## config.mk

```make
export PLATFORM = sky130hd
export DESIGN_NAME = lock_input_debouncer
export DESIGN_NICKNAME = d
export VERILOG_FILES = /design/src/rtl/lock_pkg.sv /design/src/rtl/lock_db_channel.sv /design/src/rtl/lock_input_debouncer.sv
export SDC_FILE = /design/constraint.sdc
export NUM_CORES = 1
export LEC_CHECK = 0
export ABC_CLOCK_PERIOD_IN_PS = 2300
export BUFFER_PORTS_ARGS = -buffer_cell sky130_fd_sc_hd__buf_2
export CAP_MARGIN = 20
export CORE_MARGIN = 3
export CORE_UTILIZATION = 58
export DETAILED_ROUTE_END_ITERATION = 12
export PLACE_DENSITY = 0.77
export SYNTH_ARGS = -nofsm -noshare
export SYNTH_HDL_FRONTEND = slang
export SYNTH_SLANG_ARGS = --single-unit
```

## constraint.sdc

```tcl
create_clock -name Clk -period 2.3 [get_ports Clk]
set_clock_uncertainty 0.2 [all_clocks]
set_input_delay 0 -clock Clk [delete_from_list [all_inputs] [get_ports Clk]]
set_output_delay 0 -clock Clk [all_outputs]
set_load 0.02 [all_outputs]
```

## src/rtl/lock_pkg.sv

```systemverilog
// Shared definitions for the number-lock input conditioning stage.
// Holds the one-hot channel state encodings, their bit positions, the
// default stability counter widths and a small output decode helper.
package lock_pkg;

  // One-hot channel states (legacy-compatible plain constants)
  localparam logic [4:0] INI  = 5'b00001;
  localparam logic [4:0] WQ   = 5'b00010;
  localparam logic [4:0] SCEN = 5'b00100;
  localparam logic [4:0] HELD = 5'b01000;
  localparam logic [4:0] WFQ  = 5'b10000;

  // Bit positions inside the one-hot state vector
  localparam int INI_BIT  = 0;
  localparam int WQ_BIT   = 1;
  localparam int SCEN_BIT = 2;
  localparam int HELD_BIT = 3;
  localparam int WFQ_BIT  = 4;

  // Stability counter widths: short for simulation, ~10 ms at 100 MHz on the board
  localparam int N_DC_SIM   = 4;
  localparam int N_DC_BOARD = 20;

  // The debounced level is high in every state from the accept strobe up to
  // the end of release qualification, so release bounce never drops it.
  function automatic logic dbFromState(input logic [4:0] state);
    return state[SCEN_BIT] | state[HELD_BIT] | state[WFQ_BIT];
  endfunction

endpackage

```

## src/rtl/lock_db_channel.sv

```systemverilog
// One debounce channel: a Moore FSM with an N_DC-bit stability counter.
// An input level has to be seen unchanged for 2^N_DC consecutive clocks
// before it is accepted. Outputs are decoded purely from the one-hot state
// register, so they never glitch and never follow the raw input directly.
module lock_db_channel
  import lock_pkg::*;
#(
  parameter int N_DC = N_DC_SIM
) (
  input  logic Clk,
  input  logic reset,
  input  logic s_in,
  output logic db_out,
  output logic pulse_out
);

  // Terminal count: reaching it always forces a state exit, so the counter never wraps
  localparam logic [N_DC-1:0] CNT_MAX = '1;

  logic [4:0]      state_q, state_d;
  logic [N_DC-1:0] count_q, count_d;

  // Next-state and counter logic for the press/release qualification FSM
  always_comb begin
    state_d = state_q;
    count_d = count_q;
    case (state_q)
      INI: begin
        if (s_in) begin
          state_d = WQ;
          count_d = '0;
        end
      end
      WQ: begin
        if (!s_in) begin
          state_d = INI;
        end else if (count_q == CNT_MAX) begin
          state_d = SCEN;
        end else begin
          count_d = count_q + 1'b1;
        end
      end
      SCEN: begin
        state_d = HELD;
      end
      HELD: begin
        if (!s_in) begin
          state_d = WFQ;
          count_d = '0;
        end
      end
      WFQ: begin
        if (s_in) begin
          state_d = HELD;
        end else if (count_q == CNT_MAX) begin
          state_d = INI;
        end else begin
          count_d = count_q + 1'b1;
        end
      end
      default: begin
        state_d = INI;
        count_d = '0;
      end
    endcase
  end

  // State and counter registers; reset returns the channel to INI with outputs low
  always_ff @(posedge Clk or posedge reset) begin
    if (reset) begin
      state_q <= INI;
      count_q <= '0;
    end else begin
      state_q <= state_d;
      count_q <= count_d;
    end
  end

  assign db_out    = dbFromState(state_q);
  assign pulse_out = state_q[SCEN_BIT];

endmodule

```

## src/rtl/lock_input_debouncer.sv

```systemverilog
// Input conditioning for the number-lock FSM: two independent debounce
// channels turn the bouncy U and Z pushbutton levels into clean levels
// plus single-clock accept strobes.
// Optional macro LOCK_DB_SYNC_EN: when defined, each raw input first goes
// through a 2-flop synchronizer (reset to 0), adding 2 clocks to every
// press and release latency. When undefined the raw inputs feed the
// channels directly, for simulation or already-synchronized sources.
module lock_input_debouncer
  import lock_pkg::*;
#(
  parameter int N_DC = N_DC_SIM
) (
  input  logic Clk,
  input  logic reset,
  input  logic U_raw,
  input  logic Z_raw,
  output logic U,
  output logic Z,
  output logic U_pulse,
  output logic Z_pulse
);

  logic uSample;
  logic zSample;

`ifdef LOCK_DB_SYNC_EN
  logic [1:0] uSync_q;
  logic [1:0] zSync_q;

  // Two-stage synchronizers bringing the asynchronous button levels into the Clk domain
  always_ff @(posedge Clk or posedge reset) begin
    if (reset) begin
      uSync_q <= 2'b00;
      zSync_q <= 2'b00;
    end else begin
      uSync_q <= {uSync_q[0], U_raw};
      zSync_q <= {zSync_q[0], Z_raw};
    end
  end

  assign uSample = uSync_q[1];
  assign zSample = zSync_q[1];
`else
  assign uSample = U_raw;
  assign zSample = Z_raw;
`endif

  lock_db_channel #(
    .N_DC(N_DC)
  ) uChannel (
    .Clk      (Clk),
    .reset    (reset),
    .s_in     (uSample),
    .db_out   (U),
    .pulse_out(U_pulse)
  );

  lock_db_channel #(
    .N_DC(N_DC)
  ) zChannel (
    .Clk      (Clk),
    .reset    (reset),
    .s_in     (zSample),
    .db_out   (Z),
    .pulse_out(Z_pulse)
  );

endmodule
```

==> results of run 1 <==
-- worst min path at each step --
| stage | start | to | slack (ns) |
|---|---|---|---|
| 2_1_floorplan | reset | uChannel.count_q[0] | -0.26 |
| 4_1_cts | reset | uChannel.count_q[1] | 0.15 |
| 5_1_grt | reset | zChannel.count_q[0] | 0.18 |
| 6_report | reset | uChannel.count_q[1] | 0.14 |
| 3_3_place_gp | reset | zChannel.count_q[1] | -0.08 |
| 3_5_place_dp | reset | uChannel.count_q[1] | -0.07 |
-- final cells by class --
type                    instances  area share
well taps                      25      0.0244
inverters                       5      0.0147
repair buffers                 13      0.0684
clock buffers                   4      0.0283
multi-input cells             100       0.510
flip-flops and latches         18       0.354
-- what timing repair did --
item | in CTS | in global routing
hold buffers | 3 | 0
resized for setup | 0 | 0
hold endpoints to repair | 24 | 0
buffers inserted | 0 | 0
-- worst max-delay path, stage by stage, from the launching register on --
cell     delay [ns]
dfrtp_1        0.51
or4b_4         0.53
o41ai_2        0.09
a21oi_2        0.17
and3_4         0.23
mux2_2         0.25
-- state kept, by name, summed over array words and instances, names as in the netlist --
name              count
zChannel.state_q      5
uChannel.state_q      5
uChannel.count_q      4
zChannel.count_q      4
-- placed cells by master (no fill, tap or decap), types with 3 or more instances in the layout --
cell            n
nand2_1        11
clkbuf_4        3
nand4_1         3
nand3_1         6
nand2b_1        4
mux2_2          3
dfrtp_1        16
o21ai_0         5
buf_2           7
buf_4           3
dlygate4sd3_1   3
nor3_1          7
a21oi_1        11
nor2_1          8
inv_1           5
a22o_1          3
or3_1           3
-- cells in the mapped netlist, types with 3 or more instances --
| master | instances |
|---|---|
| nand3_1 | 6 |
| o21ai_0 | 5 |
| nor2_1 | 8 |
| buf_2 | 3 |
| inv_1 | 5 |
| nor3_1 | 7 |
| clkbuf_1 | 4 |
| a21oi_1 | 11 |
| dfrtp_1 | 16 |
| nand2b_1 | 4 |
| mux2_2 | 3 |
| or3_1 | 3 |
| nand4_1 | 3 |
| a22o_1 | 3 |
| nand2_1 | 11 |
-- metal layers --
| metal | up-vias | GRT usage | share of wire |
|---|---|---|---|
| met5 | - | 0 | 0 |
| met4 | 0 | 0.0673 | 0.015 |
| met2 | 19 | 0.365 | 0.48 |
| met1 | 481 | 0.289 | 0.47 |
| met3 | 5 | 0.0175 | 0.027 |
| li1 | 506 | - | - |
-- power groups by stage --
stage	clock network, mW	logic, mW	registers [mW]
finish	0.197	0.468	0.469
global route	0.214	0.521	0.484
CTS	0.202	0.465	0.468
detailed placement	0	0.457	0.474
global placement	0	0.450	0.470
floorplan	0	0.395	0.442
-- logic make-up (layout without fill, tap and decap cells) --
group                      after synthesis  in the layout  synth area share
AOI/OAI and AO/OA                       32             32             0.191
xor gates and xnor gates                 4              4            0.0300
adders and majority gates                2              2            0.0215
buffers and inverters                   13             22            0.0515
DFF                                     18             18             0.388
muxes                                    3              3            0.0290
and+or+nand+nor                         59             59             0.289
==> results.yml, run 1 <==
critical_path:
  worst_setup_path_end_kind: "flop"
  regToRegSetupSlack_ns: 0.22
  arrival_ns: 2.07
  setup.worst_path.start: "uChannel.state_q[4]"
  r2r_start: "uChannel.state_q[4]"
  r2r_cells: 5
  crit_end: "uChannel.count_q[0]"
  startpoint_type: "flop"
  cp_max_fo: 9
  r2r-end: "uChannel.count_q[0]"
  worstPathRequired_ns: 2.29
  worstSetupPathType: "reg -> reg"
pwr:
  vdd_drop_max_mv: 0.523
  pwr-share-comb: 0.413
  power_mw: 1.13
  clkPwrFrac: 0.173
  switching_share: 0.394
  intPower_mw: 0.688
  power.static_leakage_nw: 0.575
  power_density_mw_per_mm2: 886
  power_switching_mw: 0.446
  seq_power_share: 0.414
sta:
  rsz0062_at_grt: "no"
  fin_setup_tns_ns: 0
  fin_ws_ns: 0.219
  final-max-slew-violation-count: 0
  setup_viol: 0
  post-route-period-util: 0.905
  max_freq_ghz: 0.480
  relSlewSlack: 0.548
  finalHoldWorstSlack_ns: 0.136
  period_minus_slack_ns: 2.08
  worst_pin_slew_ns: 0.678
  hold_viol: 0
synthesis:
  synth_largest_area_cell: "dfrtp_1"
  yosysUniqueCellTypes: 45
  synth_seq_cells: 18
  syn-cell-area_mm2: 0.00117
  synth-edff-count: 0
  async_flop_share: 1.00
  yosysTopAreaCellShare: 0.343
  synth_nets: 137
  seq_area_frac_synth: 0.388
  yosys_warnings: 0
  synth.area.top_cells: "dfrtp_1 34%, a21oi_1 4.7%, dfstp_2 4.5%"
  ys.flop_type: "dfrtp_1"
  netlist_instances: 131
  syn_area_per_cell_um2: 8.90
placement:
  hpwlAfterDp_um: 1690
  portBuffers: 7
  dpl_worst_slack_ns: 0.249
  dp.cells: 158
  gp_congestion: 0.841
  post_dp_cell_area_mm2: 0.00121
final_layout:
  final_util: 0.703
  antenna_cells: 0
  fin_cells: 165
  multi_input_area_um2: 653
  final_nets: 147
  ff_latch_area_um2: 453
  final_area_mm2: 0.00128
  drive_gt1_frac: 0.179
  fill_cells: 157
  syn2layout_area_growth_pct: 9.76
clocking:
  cts_tree: "built"
  cts.sink_count: 18
  htreeDepth: 1
  path_clk_slew_ns: 0.10
  clk_latency_ns: 0.29
  ctsLongestPathBuffers: 2
  cts_root_buf: "clkbuf_4"
  cts_buffers: 3
routing:
  vias: 1011
  post_drt_wl_per_cell_um: 14.4
  ant_nets: 0
  first_pass_iters: 4
  viasPerCell: 6.13
  wirelength_um: 2380
  detail_route.iter0.violations: 30
  route.detailed.drc: 0
die:
  coreArea_mm2: 0.00182
  dieArea_mm2: 0.00258
  ios: 8
  start_util: 0.641
  dieWidth_um: 50.8
  num_rows: 15
  die_h_um: 50.8
global_routing:
  grt_max_degree: 19
  track_usage: 0.214
  grt_pass1_vias: 975
  grt_pass1_wl_um: 4280
  overflow: 0
  antenna_found_initial: 0
min_path:
  min_path_type: "in -> async"
run_status:
  status: "finished clean"
job:
  drv_cap: 0
Power figures use the tool's default switching activity.
==> run 2: changes to the inputs <==
--- a/config.mk
+++ b/config.mk
@@ -5,13 +5,14 @@
 export SDC_FILE = /design/constraint.sdc
 export NUM_CORES = 1
 export LEC_CHECK = 0
+export ABC_AREA = 1
 export ABC_CLOCK_PERIOD_IN_PS = 2300
 export BUFFER_PORTS_ARGS = -buffer_cell sky130_fd_sc_hd__buf_2
 export CAP_MARGIN = 20
 export CORE_MARGIN = 3
-export CORE_UTILIZATION = 58
+export CORE_UTILIZATION = 59
 export DETAILED_ROUTE_END_ITERATION = 12
-export PLACE_DENSITY = 0.77
+export PLACE_DENSITY = 0.78
 export SYNTH_ARGS = -nofsm -noshare
 export SYNTH_HDL_FRONTEND = slang
 export SYNTH_SLANG_ARGS = --single-unit
==> run 2 against run 1 <==
Against the previous run:
- register-to-register slack improved by 0.49 ns
- setup slack improved by 0.49 ns
- worst hold slack got worse by 0.011 ns
- clock-buffer cell count did not move
- combinational power rose by 29%
- critical path depth rose by 2
- area after synthesis rose by 3.3%
- die area rose by 1.4%
- global-route usage barely moved
- largest power group is now combinational cells
==> results.yml, run 2 <==
critical_path:
  arrival_ns: 1.59
  worst_setup_path_end_kind: "flop"
  worstSetupPathType: "reg -> reg"
  cp_max_fo: 6
  r2r_start: "zChannel.state_q[0]"
  startpoint_type: "flop"
  setup.worst_path.start: "zChannel.state_q[0]"
  worstPathRequired_ns: 2.30
final_layout:
  antenna_cells: 0
  fin_cells: 205
  final_common_cell: "nand2_1"
  syn2layout_area_growth_pct: 11.0
  drive_gt1_frac: 0.217
  reg_top3: "uChannel.state_q (5), zChannel.state_q (5)"
  final_nets: 187
  final_area_mm2: 0.00134
  final_cell_mix: "44 x nand2_1, 21 x nand3_1, 19 x inv_1"
  final_util: 0.735
synthesis:
  synth_largest_area_cell: "dfrtp_1"
  yosysUniqueCellTypes: 22
  syn_area_per_cell_um2: 7.26
  ys.flop_type: "dfrtp_1"
  synth-edff-count: 0
  yosys_warnings: 0
  synth_seq_cells: 18
  seq_area_frac_synth: 0.376
  netlist_instances: 166
  yosysTopAreaCellShare: 0.332
  synth_nets: 172
  syn-cell-area_mm2: 0.00120
  synthTopCellsByCount: "44 x nand2_1, 21 x nand3_1, 19 x inv_1"
  synth_most_common_cell: "nand2_1"
  synth.area.top_cells: "dfrtp_1 33%, nand2_1 14%, nand3_1 8.7%"
  async_flop_share: 1.00
die:
  die_h_um: 51.2
  ios: 8
  coreArea_mm2: 0.00182
  dieArea_mm2: 0.00262
  dieWidth_um: 51.2
  start_util: 0.662
  num_rows: 15
placement:
  post_dp_cell_area_mm2: 0.00127
  hpwlAfterDp_um: 1790
  portBuffers: 7
  dp.cells: 198
  gp_congestion: 0.905
clocking:
  cts_tree: "built"
  cts_root_buf: "clkbuf_4"
  htreeDepth: 1
  clk_latency_ns: 0.30
  ctsLongestPathBuffers: 2
  path_clk_slew_ns: 0.11
  cts_buffers: 3
  cts.sink_count: 18
global_routing:
  overflow: 0
  grt_pass1_wl_um: 4280
  grt_pass1_vias: 1047
  antenna_found_initial: 0
  grt_max_degree: 19
  track_usage: 0.214
pwr:
  power_density_mw_per_mm2: 961
  power.static_leakage_nw: 0.771
  power_mw: 1.29
  vdd_drop_max_mv: 0.634
sta:
  period_minus_slack_ns: 1.59
  fin_setup_tns_ns: 0
  hold_viol: 0
  max_freq_ghz: 0.629
  relSlewSlack: 0.558
  final-max-slew-violation-count: 0
  post-route-period-util: 0.691
  setup_viol: 0
  worst_pin_slew_ns: 0.662
  rsz0062_at_grt: "no"
job:
  drv_cap: 0
routing:
  wirelength_um: 2320
  detail_route.iter0.violations: 42
  first_pass_iters: 4
  route.detailed.drc: 0
  vias: 1095
  ant_nets: 0
  post_drt_wl_per_cell_um: 11.3
  viasPerCell: 5.34
min_path:
  min_path_type: "in -> async"
run_status:
  status: "finished clean"
-- run 2: cell families (layout without fill, tap and decap cells) --
family	count (synthesis)	after routing	share of synthesized area
adder cells (fa/ha/maj)	2	2	0.0208
XOR/XNOR	4	4	0.0291
flip-flops	18	18	0.376
AND/OR/NAND/NOR	113	113	0.466
buffers and inverters	24	38	0.0748
AO/OA/AOI/OAI	5	5	0.0332
-- run 2: layer usage --
layer / GRT usage / wire, µm / share of wire
met3: 0.0350 / 88 / 0.038
met4: 0.0717 / 52 / 0.022
met5: 0 / 0 / 0
met1: 0.280 / 1110 / 0.48
met2: 0.356 / 1070 / 0.46
-- run 2: where the power goes --
part | total [mW] | leakage (nW) | switching (mW) | internal [mW]
clock network | 0.204 | 0.0210 | 0.107 | 0.0966
logic | 0.606 | 0.510 | 0.408 | 0.198
registers | 0.476 | 0.240 | 0.0758 | 0.400
total | 1.29 | 0.771 | 0.591 | 0.694
-- run 2: repair_timing --
item / 4_1_cts / 5_1_grt
resized for setup: 0 / 0
endpoints found under the setup margin: 0 / 0
hold buffers: 3 / 0
hold endpoints to repair: 27 / 0
buffers inserted: 0 / 0
-- run 2: layout make-up --
cell class	instances	area, µm²
sequential	18	453
timing repair buffer	10	65.1
multi-input combinational	124	662
clock buffer	4	36.3
fill	150	483
inverter	24	90.1
tap	25	31.3
-- run 2: worst paths after layout --
check                           depth (start not counted)  slack (ns)                  end
worst max register to register                          7        0.71  zChannel.count_q[3]
min in group Clk                                        2        0.33  uChannel.count_q[1]
worst max-delay path                                    7        0.71  zChannel.count_q[3]
max in group asynchronous                               3        1.36  zChannel.state_q[1]
worst min register to register                          2        0.33  uChannel.count_q[1]
worst min-delay path                                    3        0.12  uChannel.count_q[3]
-- run 2: critical path: stages, from the launching register on --
cell	delay [ns]
dfstp_2	0.56
nor2_2	0.08
nand3_1	0.14
nand2_1	0.11
nor2_4	0.17
nand2_2	0.10
nand2_1	0.07
nand2_1	0.05
-- run 2: stage by stage --
stage	worst slack [ns]	hold slack, ns
after floorplan	0.725	-0.263
after global placement	0.748	-0.0872
after detailed placement	0.714	-0.0753
after CTS	0.703	0.131
after global routing	0.595	0.180
final	0.710	0.124
==> run 3: changes to the inputs <==
--- a/config.mk
+++ b/config.mk
@@ -6,7 +6,7 @@
 export NUM_CORES = 1
 export LEC_CHECK = 0
 export ABC_AREA = 1
-export ABC_CLOCK_PERIOD_IN_PS = 2300
+export ABC_CLOCK_PERIOD_IN_PS = 1700
 export BUFFER_PORTS_ARGS = -buffer_cell sky130_fd_sc_hd__buf_2
 export CAP_MARGIN = 20
 export CORE_MARGIN = 3
==> constraint.sdc (replaced) <==
create_clock -name Clk -period 1.7 [get_ports Clk]
set_clock_uncertainty 0.2 [all_clocks]
set_input_delay 0 -clock Clk [delete_from_list [all_inputs] [get_ports Clk]]
set_output_delay 0 -clock Clk [all_outputs]
set_load 0.02 [all_outputs]
==> run 3 against run 2 <==
Against the previous run:
- utilization grew 0.41 points
- sequential power grew 36%
- via count grew 0.18%
- setup slack lost 0.59 ns
- flip-flop and latch count is the same
- final area grew 0.56%
- critical endpoint is now uChannel.count_q[3]
- register-to-register slack lost 0.59 ns
==> results.yml, run 3 (synthesis results as in run 2) <==
run_status:
  status: "finished clean"
sta:
  rsz0062_at_grt: "no"
  fin_setup_tns_ns: 0
  setup_viol: 0
  worst_pin_slew_ns: 0.656
  max_freq_ghz: 0.634
  period_minus_slack_ns: 1.58
  hold_viol: 0
  post-route-period-util: 0.928
  final-max-slew-violation-count: 0
  relSlewSlack: 0.562
pwr:
  power.static_leakage_nw: 0.775
  power_density_mw_per_mm2: 1280
  vdd_drop_max_mv: 0.934
final_layout:
  final_cell_mix: "44 x nand2_1, 21 x nand3_1, 19 x inv_1"
  multi_input_area_um2: 662
  fin_cells: 206
  ff_latch_area_um2: 453
  syn2layout_area_growth_pct: 11.6
  final_common_cell: "nand2_1"
  fill_cells: 150
  reg_top3: "uChannel.state_q (5), zChannel.state_q (5)"
  final_nets: 188
  drive_gt1_frac: 0.221
  final_util: 0.739
  antenna_cells: 0
routing:
  vias: 1097
  ant_nets: 0
  post_drt_wl_per_cell_um: 11.2
  route.detailed.drc: 0
  wirelength_um: 2300
  viasPerCell: 5.33
  detail_route.iter0.violations: 21
  first_pass_iters: 6
min_path:
  min_path_type: "in -> async"
critical_path:
  startpoint_type: "flop"
  r2r-end: "uChannel.count_q[3]"
  worstPathRequired_ns: 1.69
  arrival_ns: 1.56
  regToRegSetupSlack_ns: 0.12
  worstSetupPathType: "reg -> reg"
  cp_max_fo: 6
  r2r_cells: 7
  setup.worst_path.start: "uChannel.state_q[2]"
  r2r_start: "uChannel.state_q[2]"
  worst_setup_path_end_kind: "flop"
global_routing:
  track_usage: 0.205
  overflow: 0
  grt_pass1_wl_um: 4170
  grt_pass1_vias: 1035
  grt_max_degree: 19
  antenna_found_initial: 0
clocking:
  cts_buffers: 3
  ctsLongestPathBuffers: 2
  cts.sink_count: 18
  htreeDepth: 1
  cts_resized: 0
  cts_root_buf: "clkbuf_4"
  clk_latency_ns: 0.28
  path_clk_slew_ns: 0.10
  cts_tree: "built"
placement:
  gp_congestion: 0.905
  dp.cells: 198
  portBuffers: 7
  hpwlAfterDp_um: 1780
job:
  drv_cap: 0
die:
  dieWidth_um: 51.2
  dieArea_mm2: 0.00262
  num_rows: 15
  coreArea_mm2: 0.00182
  ios: 8
  die_h_um: 51.2
  start_util: 0.662
==> run 3: routing by layer <==
layer	GRT usage	part of all wire	up-vias	wire [µm]
met1	0.260	0.47	500	1080
met4	0.0673	0.010	0	23
met2	0.356	0.48	25	1120
met3	0.0262	0.034	2	79
met5	0	0	-	0
li1	-	-	570	-
==> run 3: through the flow <==
| step | power, mW | hold WS, ns | cell area (µm²) | worst slack [ns] |
|---|---|---|---|---|
| floorplan | 1.29 | -0.263 | 1200 | 0.125 |
| global placement | 1.43 | -0.0872 | 1270 | 0.148 |
| detailed placement | 1.45 | -0.0740 | 1270 | 0.0936 |
| CTS | 1.72 | 0.146 | 1340 | 0.0826 |
| global route | 1.88 | 0.191 | 1350 | 0.0135 |
| finish | 1.72 | 0.143 | 1350 | 0.123 |
==> run 3: layout make-up <==
class | count | area share
tap | 25 | 0.0233
sequential | 18 | 0.337
multi-input combinational | 124 | 0.492
clock buffer | 4 | 0.0270
inverter | 24 | 0.0670
timing repair buffer | 11 | 0.0540
==> run 3: how the worst max path moves through the flow <==
| stage | slack (ns) | cells past startpoint | end |
|---|---|---|---|
| floorplan | 0.12 | 8 | uChannel.state_q[1] |
| global placement | 0.15 | 7 | uChannel.count_q[2] |
| detailed placement | 0.09 | 7 | uChannel.count_q[3] |
| CTS | 0.08 | 7 | uChannel.count_q[3] |
| global route | 0.01 | 7 | uChannel.count_q[0] |
| finish | 0.12 | 7 | uChannel.count_q[3] |
==> run 3: power breakdown <==
group | total, mW | internal, mW | switching (mW)
registers | 0.645 | 0.541 | 0.104
clock network | 0.260 | 0.130 | 0.130
logic | 0.818 | 0.273 | 0.545
==> run 3: what timing repair did <==
action,CTS,global route
setup endpoints to repair,0,4
setup buffers,0,1
hold buffers,3,0
endpoints found under the hold margin,27,0
==> run 3: critical path, cell delays in order (launching register included) <==
cell and delay, ns:
dfrtp_1 0.45, nor2_4 0.20, nand3_2 0.15, nor2_2 0.16, a21oi_4 0.05, buf_4 0.14, nand3_1 0.07, nand2_1 0.06
